### src/rtl/bfly_mul_ctrl_if.sv
// Bundle between the butterfly-multiplier controller and its upstream/downstream neighbours.
// Handshake: a beat moves only in a cycle where in_valid && in_ready; out_valid is a pure strobe with no back-pressure.
interface bfly_mul_ctrl_if #(
  parameter int NBLK   = 32,
  parameter int STAGES = 5,
  parameter int AW     = (NBLK > 1) ? $clog2(NBLK) : 1,
  parameter int SW     = (STAGES > 1) ? $clog2(STAGES) : 1
);
  logic          start;
  logic [SW-1:0] stage_sel;
  logic          in_valid;
  logic          in_ready;
  logic [AW-1:0] tw_addr;
  logic          tw_en;
  logic          out_valid;
  logic          out_last;
  logic          busy;
  logic          done;
  logic          drop_err;
  logic [1:0]    state_dbg;

  modport master (
    output start, stage_sel, in_valid,
    input  in_ready, tw_addr, tw_en, out_valid, out_last, busy, done, drop_err, state_dbg
  );

  modport slave (
    input  start, stage_sel, in_valid,
    output in_ready, tw_addr, tw_en, out_valid, out_last, busy, done, drop_err, state_dbg
  );
endinterface

### src/rtl/bfly_mul_ctrl.sv
// Frame controller for the FFT butterfly multiplier: counts beats, generates twiddle
// addresses for the selected stage and tracks the ROM+multiply latency to flag output beats.
module bfly_mul_ctrl #(
  parameter int N      = 16,
  parameter int NBLK   = 32,
  parameter int STAGES = 5,
  parameter int LAT    = 2,
  parameter int AW     = $clog2(NBLK)
) (
  input  logic            clk,
  input  logic            rstn,
  bfly_mul_ctrl_if.slave  bus
);
  localparam int SW = (STAGES > 1) ? $clog2(STAGES) : 1;
  localparam logic [AW-1:0] LAST_CNT  = AW'(NBLK - 1);
  localparam logic [SW-1:0] MAX_STAGE = SW'(STAGES - 1);

  if (N < 1) begin : g_bad_n
    $error("bfly_mul_ctrl: N must be at least 1");
  end
  if (NBLK < 2 || NBLK > 256 || (NBLK & (NBLK - 1)) != 0) begin : g_bad_nblk
    $error("bfly_mul_ctrl: NBLK must be a power of two in 2..256");
  end
  if (LAT < 1 || LAT > 8) begin : g_bad_lat
    $error("bfly_mul_ctrl: LAT must be in 1..8");
  end
  if (AW != $clog2(NBLK)) begin : g_bad_aw
    $error("bfly_mul_ctrl: AW must equal clog2(NBLK)");
  end

  typedef enum logic [1:0] {
    IDLE  = 2'd0,
    RUN   = 2'd1,
    DRAIN = 2'd2
  } state_t;

  state_t         state_q, state_d;
  logic [AW-1:0]  blk_cnt;
  logic [SW-1:0]  stage_q;
  logic [SW-1:0]  stage_sat;
  logic [LAT-1:0] vpipe, lpipe;
  logic           done_q, drop_q;
  logic           run, fire, last_beat, start_acc;
  logic           out_valid, out_last;

  assign run       = (state_q == RUN);
  assign fire      = bus.in_valid & run;
  assign last_beat = (blk_cnt == LAST_CNT);
  assign out_valid = vpipe[LAT-1];
  assign out_last  = lpipe[LAT-1];

  // Out-of-range stage requests clamp to the last stage so the stride never exceeds the frame.
  assign stage_sat = (int'(bus.stage_sel) >= STAGES) ? MAX_STAGE : bus.stage_sel;

  always_comb begin
    state_d   = state_q;
    start_acc = 1'b0;
    case (state_q)
      IDLE: begin
        if (bus.start) begin
          start_acc = 1'b1;
          state_d   = RUN;
        end
      end
      RUN: begin
        if (fire && last_beat) state_d = DRAIN;
      end
      DRAIN: begin
        if (out_last) state_d = IDLE;
      end
      default: state_d = IDLE;
    endcase
  end

  always_ff @(posedge clk or negedge rstn) begin
    if (!rstn) state_q <= IDLE;
    else       state_q <= state_d;
  end

  always_ff @(posedge clk or negedge rstn) begin
    if (!rstn) begin
      blk_cnt <= '0;
      stage_q <= '0;
      done_q  <= 1'b0;
      drop_q  <= 1'b0;
    end else begin
      done_q <= (state_q == DRAIN) && out_last;
      if (start_acc) begin
        blk_cnt <= '0;
        stage_q <= stage_sat;
      end else if (fire) begin
        blk_cnt <= last_beat ? '0 : blk_cnt + AW'(1);
      end
      // A stray beat in the same cycle as the clearing start still leaves the flag set.
      drop_q <= (drop_q & ~start_acc) | (bus.in_valid & ~run);
    end
  end

  always_ff @(posedge clk or negedge rstn) begin
    if (!rstn) begin
      vpipe <= '0;
      lpipe <= '0;
    end else begin
      vpipe[0] <= fire;
      lpipe[0] <= fire & last_beat;
      for (int i = 1; i < LAT; i++) begin
        vpipe[i] <= vpipe[i-1];
        lpipe[i] <= lpipe[i-1];
      end
    end
  end

  assign bus.in_ready  = run;
  assign bus.tw_en     = fire;
  assign bus.tw_addr   = run ? (blk_cnt << stage_q) : '0;
  assign bus.out_valid = out_valid;
  assign bus.out_last  = out_last;
  assign bus.busy      = (state_q != IDLE);
  assign bus.done      = done_q;
  assign bus.drop_err  = drop_q;
  assign bus.state_dbg = state_q;

  a_last_has_valid : assert property (@(posedge clk) disable iff (!rstn) out_last |-> out_valid);
  a_no_ready_drain : assert property (@(posedge clk) disable iff (!rstn) (state_q != RUN) |-> !bus.tw_en);
endmodule

### src/flat_wrapper.sv
// flat-port wrapper written by rule: the top's interface ports become plain ports
module bfly_mul_ctrl_flat 
#(
  parameter int N      = 16,
  parameter int NBLK   = 32,
  parameter int STAGES = 5,
  parameter int LAT    = 2,
  parameter int AW     = $clog2(NBLK)
)
  (clk, rstn, bus_start, bus_stage_sel, bus_in_valid, bus_in_ready, bus_tw_addr, bus_tw_en, bus_out_valid, bus_out_last, bus_busy, bus_done, bus_drop_err, bus_state_dbg);
  bfly_mul_ctrl_if #(.NBLK(NBLK), .STAGES(STAGES), .AW(AW)) bus_i ();
  input  logic clk;
  input  logic rstn;
  input wire logic [$bits(bus_i.start)-1:0] bus_start;
  input wire logic [$bits(bus_i.stage_sel)-1:0] bus_stage_sel;
  input wire logic [$bits(bus_i.in_valid)-1:0] bus_in_valid;
  output wire logic [$bits(bus_i.in_ready)-1:0] bus_in_ready;
  output wire logic [$bits(bus_i.tw_addr)-1:0] bus_tw_addr;
  output wire logic [$bits(bus_i.tw_en)-1:0] bus_tw_en;
  output wire logic [$bits(bus_i.out_valid)-1:0] bus_out_valid;
  output wire logic [$bits(bus_i.out_last)-1:0] bus_out_last;
  output wire logic [$bits(bus_i.busy)-1:0] bus_busy;
  output wire logic [$bits(bus_i.done)-1:0] bus_done;
  output wire logic [$bits(bus_i.drop_err)-1:0] bus_drop_err;
  output wire logic [$bits(bus_i.state_dbg)-1:0] bus_state_dbg;
  assign bus_i.start = bus_start;
  assign bus_i.stage_sel = bus_stage_sel;
  assign bus_i.in_valid = bus_in_valid;
  assign bus_in_ready = bus_i.in_ready;
  assign bus_tw_addr = bus_i.tw_addr;
  assign bus_tw_en = bus_i.tw_en;
  assign bus_out_valid = bus_i.out_valid;
  assign bus_out_last = bus_i.out_last;
  assign bus_busy = bus_i.busy;
  assign bus_done = bus_i.done;
  assign bus_drop_err = bus_i.drop_err;
  assign bus_state_dbg = bus_i.state_dbg;
  bfly_mul_ctrl #(.N(N), .NBLK(NBLK), .STAGES(STAGES), .LAT(LAT), .AW(AW)) u_core (.clk(clk), .rstn(rstn), .bus(bus_i));
endmodule
### config.mk
export PLATFORM = sky130hd
export DESIGN_NAME = bfly_mul_ctrl_flat
export DESIGN_NICKNAME = d
export VERILOG_FILES = /design/src/rtl/bfly_mul_ctrl_if.sv /design/src/rtl/bfly_mul_ctrl.sv /design/src/flat_wrapper.sv
export SDC_FILE = /design/constraint.sdc
export NUM_CORES = 1
export LEC_CHECK = 0
export ABC_AREA = 0
export CORE_MARGIN = 2
export CORE_UTILIZATION = 40
export CTS_CLUSTER_DIAMETER = 40
export DETAILED_ROUTE_END_ITERATION = 12
export GPL_TIMING_DRIVEN = 1
export PLACE_DENSITY = 0.78
export SLEW_MARGIN = 30
export SYNTH_ARGS = -nofsm -noshare
export SYNTH_HDL_FRONTEND = slang
export SYNTH_SLANG_ARGS = --single-unit
### constraint.sdc
create_clock -name clk -period 2.28 [get_ports clk]
set_input_delay 0.456 -clock clk [delete_from_list [all_inputs] [get_ports clk]]
set_output_delay 0.456 -clock clk [all_outputs]
set_load 0.02 [all_outputs]
# == Yosys cells after proc, flatten, opt, wreduce, memory -nomap -nowiden ==
# Cells that the tools add are included.
# W data, S select, Z words.
# totals
reg_bits,16
latch_bits,0
mem_bits_rw,0
romBits,0
input_bits,7
output_inout_bits,14
n_memories,0
# classes
n_addsub,1
multipliers,0
div_mod_pow,0
order_cmp,1
n_eq_ne,6
shifts,1
muxes,11
n_bitwise,7
n_reduce_logical,6
# ops
cell,count
$mux W5,4
$mux W2,3
$pmux W2 S3,1
$add A5 B1 Y5 const B,1
$eq A5 B5 Y1 const B,1
$shl A5 B3 Y5,1
$and A1 B1 Y1,4
$ne A2 B2 Y1 const B,2
$reduce_bool A2 Y1,2
$ge A3 B3 Y1 const B,1
$mux W3,1
$reduce_and A3 Y1,1
$eq A2 B1 Y1 const B,1
$eq A2 B2 Y1 const B,1
$logic_and A1 B1 Y1,2
$logic_not A2 Y1,1
$mux W1,2
$ne A2 B1 Y1 const B,1
$not A1 Y1,2
$or A1 B1 Y1,1

# == Depth between registers and ports, before layout ==
# depth
ltp_word,5
depth_mapped,6
mapped_depth_nobuf,6

# == Worst setup path before layout ==
# No wires, ideal clock.
# synth_path
kind,register to output
startpoint,reg u_core.stage_q[1]
endpoint,out bus_tw_addr[3]
t_arrival_ns,1.884
required_ns,1.824
setup_slack_ns,-0.060
stages_incl_launch_ff,5
n_path_buf,1
cell_sequence,dfrtp_1 buf_4 mux2_2 nor2_1 a2111oi_0
# synth_via
elab_chain_cells,2
# synth_rtl
element,line_no,source
"start, declared",bfly_mul_ctrl.sv:39,logic [SW-1:0] stage_q;
"start signal, assigned",bfly_mul_ctrl.sv:90,stage_q <= stage_sat;
$shl A5 B3 Y5,bfly_mul_ctrl.sv:115,assign bus.tw_addr = run ? (blk_cnt << stage_q) : '0;
$mux W5,bfly_mul_ctrl.sv:115,
"end, declared",flat_wrapper.sv:18,output wire logic [$bits(bus_i.tw_addr)-1:0] bus_tw_addr;
# No other way between the ends.

# == Worst setup path after layout ==
# layout_path
startpoint,in bus_in_valid
endpoint,out bus_tw_en
# layout_via
elab_chain_cells,1
# layout_rtl
element,line_no,source
"start, declared",flat_wrapper.sv:16,input wire logic [$bits(bus_i.in_valid)-1:0] bus_in_valid;
$and A1 B1 Y1,bfly_mul_ctrl.sv:47,assign fire = bus.in_valid & run;
"end, declared",flat_wrapper.sv:19,output wire logic [$bits(bus_i.tw_en)-1:0] bus_tw_en;
# No other way between the ends.

==> results.json <==
{
  "grt_util_met1_pct": 20.2,
  "synthTopCellsByArea": "dfrtp_1 51%, nand2_1 4.7%, mux2i_1 3.8%, nor2_1 3.3%, ha_1 3.2%",
  "fmax_mhz": 452,
  "required_ns": 1.82,
  "dp_cells": 129,
  "rsz0062_at_grt": "no",
  "postSynthAreaPerCell_um2": 10.5,
  "crit_chain": "clkdlybuf4s50_1, nand3b_4, inv_1, clkdlybuf4s50_1",
  "route.vias.total": 665,
  "synth_nets": 84,
  "avgViaCountPerCell": 5.04,
  "nets": 116,
  "start_util_pct": 41.1,
  "postCtsSetupRepairBufs": 0,
  "outcome": "complete, no violations",
  "grt_pass1_vias": 671,
  "die_width_um": 48.5,
  "setup_tns_ns": 0,
  "routed_wl_um": 1640,
  "async_reset_ff_share_pct": 100,
  "ios": 21,
  "final_cell_mix": "15 x clkdlybuf4s50_1, 15 x dfrtp_1, 10 x nand2_1, 9 x buf_4, 7 x nor2_1",
  "max_slew_margin_pct": 54.6,
  "synthCells": 75,
  "rrSetupSlack_ns": 0.34,
  "synth_top_area_cell": "dfrtp_1",
  "period_minus_slack_ns": 2.21,
  "path_delay_family": "buffers and inverters",
  "tritoncts": "yes",
  "vdd_drop_max_uv": 455,
  "slowest_stage": "clkdlybuf4s50_1",
  "critPathMaxStageDelay_ns": 0.60,
  "ant_nets": 0,
  "worst_pin_slew_ns": 0.679,
  "drc": 0,
  "synth-seq-area-share_pct": 50.6,
  "core_region_area_um2": 1920,
  "grt-busiest-layer": "met2",
  "crit_cells": 4,
  "cp_max_fo": 2,
  "routabilityCongestion": 0.820,
  "ff2ff_path_depth": 6,
  "cpMostUsedCell": "clkdlybuf4s50_1",
  "min_period_over_period_pct": 97.1,
  "multi_input_area_um2": 373,
  "first_pass_iters": 4,
  "antenna_found_initial": 0,
  "finClkSkew_ns": 0.000641,
  "cts_root_buffer": "clkbuf_4",
  "regArea_um2": 402,
  "crit_path_start_kind": "primary input",
  "place_area_um2": 1080,
  "cellPowerDensity_nw_per_um2": 823,
  "layout.cells.non_filler": 132,
  "maxCapViolations": 0,
  "grt_pass1_wl_um": 3010,
  "final_layout_size_suffix_gt1_share_pct": 20.0,
  "critPathKind": "in -> out",
  "clk_path_buf_depth": 2,
  "hold_path.class": "reg -> reg",
  "grt_use_met3_pct": 4.94,
  "synth.top_cell.area_share_pct": 50.6,
  "synth_flop_cell": "dfrtp_1",
  "cts_max_level": 1,
  "gr-total-overflow": 0,
  "globalRouteTotalUtil_pct": 16.6,
  "cts_sinks": 16,
  "leakagePower_nw": 0.528,
  "syn_to_final_growth_pct": 39.1,
  "ys.warnings.count": 0,
  "die_y_um": 48.5,
  "fin_area_um2": 1100,
  "finalSetupViolations": 0,
  "r2r_end": "u_core.blk_cnt[3]",
  "crit_path_start": "bus_in_valid",
  "cts_buffers": 3,
  "critPathCapture": "bus_tw_en",
  "netlist_area_um2": 791,
  "ys_seq_elements": 16,
  "finalHoldViolCount": 0,
  "grt_max_degree": 17,
  "wl_per_cell_um": 12.4,
  "cts_hold_buf": 0,
  "met2_usage_pct": 28.2,
  "clk_pin_slew_ns": 0.08,
  "drtIter0Drc": 20,
  "worstSkewPairLatency_ns": 0.28,
  "rows": 16,
  "hpwlAfterDp_um": 1300,
  "path_buf_inv": 3,
  "cp-end-kind": "output pin",
  "synth_edf_count": 0,
  "io_buffers": 20,
  "dieArea_um2": 2350,
  "worst_ep_arrival_time_ns": 1.76,
  "antenna_cells": 0,
  "hold_ws_ns": 0.370,
  "synth_cell_types": 34,
  "r2r_start": "u_core.blk_cnt[0]",
  "nFillCells": 182,
  "finalMaxSlewViolations": 0
}
==> worst min path at each step <==
| stage | from | cells after the start | end |
|---|---|---|---|
| after CTS | u_core.vpipe[0] | 0 | u_core.vpipe[1] |
| after detailed placement | u_core.vpipe[0] | 0 | u_core.vpipe[1] |
| after floorplan | rstn | 0 | u_core.blk_cnt[0] |
| after global placement | u_core.lpipe[0] | 0 | u_core.lpipe[1] |
| after global routing | u_core.lpipe[0] | 0 | u_core.lpipe[1] |
| final | u_core.vpipe[0] | 0 | u_core.vpipe[1] |
==> logic make-up after synthesis <==
kind of cell	after synthesis	share of synthesized area (%)
compound gates	14	12.5
flops	16	50.6
fa+ha+maj	2	3.16
buf+inv	4	2.37
mux	4	5.22
simple gates	35	26.1
==> power breakdown <==
group | internal, mW | switching (mW) | total (mW)
combinational | 0.189 | 0.184 | 0.373
clock | 0.0612 | 0.0799 | 0.141
sequential | 0.339 | 0.0521 | 0.391
total | 0.589 | 0.316 | 0.905
==> registers in the layout, summed over array words and instances, names as in the netlist <==
name	count
u_core.blk_cnt	5
u_core.stage_q	3
u_core.bus.state_dbg	2
u_core.lpipe	2
u_core.vpipe	2
u_core.bus.done	1
u_core.bus.drop_err	1
==> metal layers <==
metal  up-vias  part of all wire, %  wire length (um)
li1        335                    -                 -
met1       313                   45               733
met2        15                   50               820
met3         2                  4.3                70
met4         0                 0.61                10
met5         -                    0                 0
==> timing repair <==
| item | CTS | global route |
|---|---|---|
| endpoints found under the setup margin | 4 | 2 |
| cloned | 0 | 0 |
| resized for setup | 4 | 5 |
==> synth_stat cells, types with 2 or more instances <==
library cell,count
and2_1,2
a22o_2,2
ha_1,2
nor2_1,7
mux2i_1,3
a21oi_1,3
dfrtp_1,16
nand2_1,10
o22ai_1,2
inv_1,2
o21ai_0,2
nand3b_1,2
==> worst register-to-register path, stage by stage (launching register included) <==
cell     delay (ns)
dfrtp_1        0.38
buf_4          0.16
ha_1           0.22
and3_1         0.19
ha_1           0.25
or4_1          0.52
a21oi_1        0.15
==> metrics by stage <==
| step | setup WS [ns] | util, % | power (mW) |
|---|---|---|---|
| 2_1_floorplan | 0.185 | - | 0.613 |
| 3_3_place_gp | 0.0711 | 56.3 | 0.778 |
| 3_5_place_dp | 0.0445 | 56.3 | 0.791 |
| 4_1_cts | 0.0101 | 57.2 | 0.917 |
| 5_1_grt | 0.0277 | 57.2 | 0.982 |
| 6_report | 0.0670 | 57.2 | 0.905 |
==> layout make-up <==
class | count | share of cell area, %
Clock buffer | 3 | 2.05
Inverter | 2 | 0.683
Multi-Input combinational cell | 55 | 33.9
Sequential cell | 16 | 36.5
Tap cell | 27 | 3.07
Timing Repair Buffer | 29 | 23.8
Note: power is estimated with default switching activity, not from simulation.
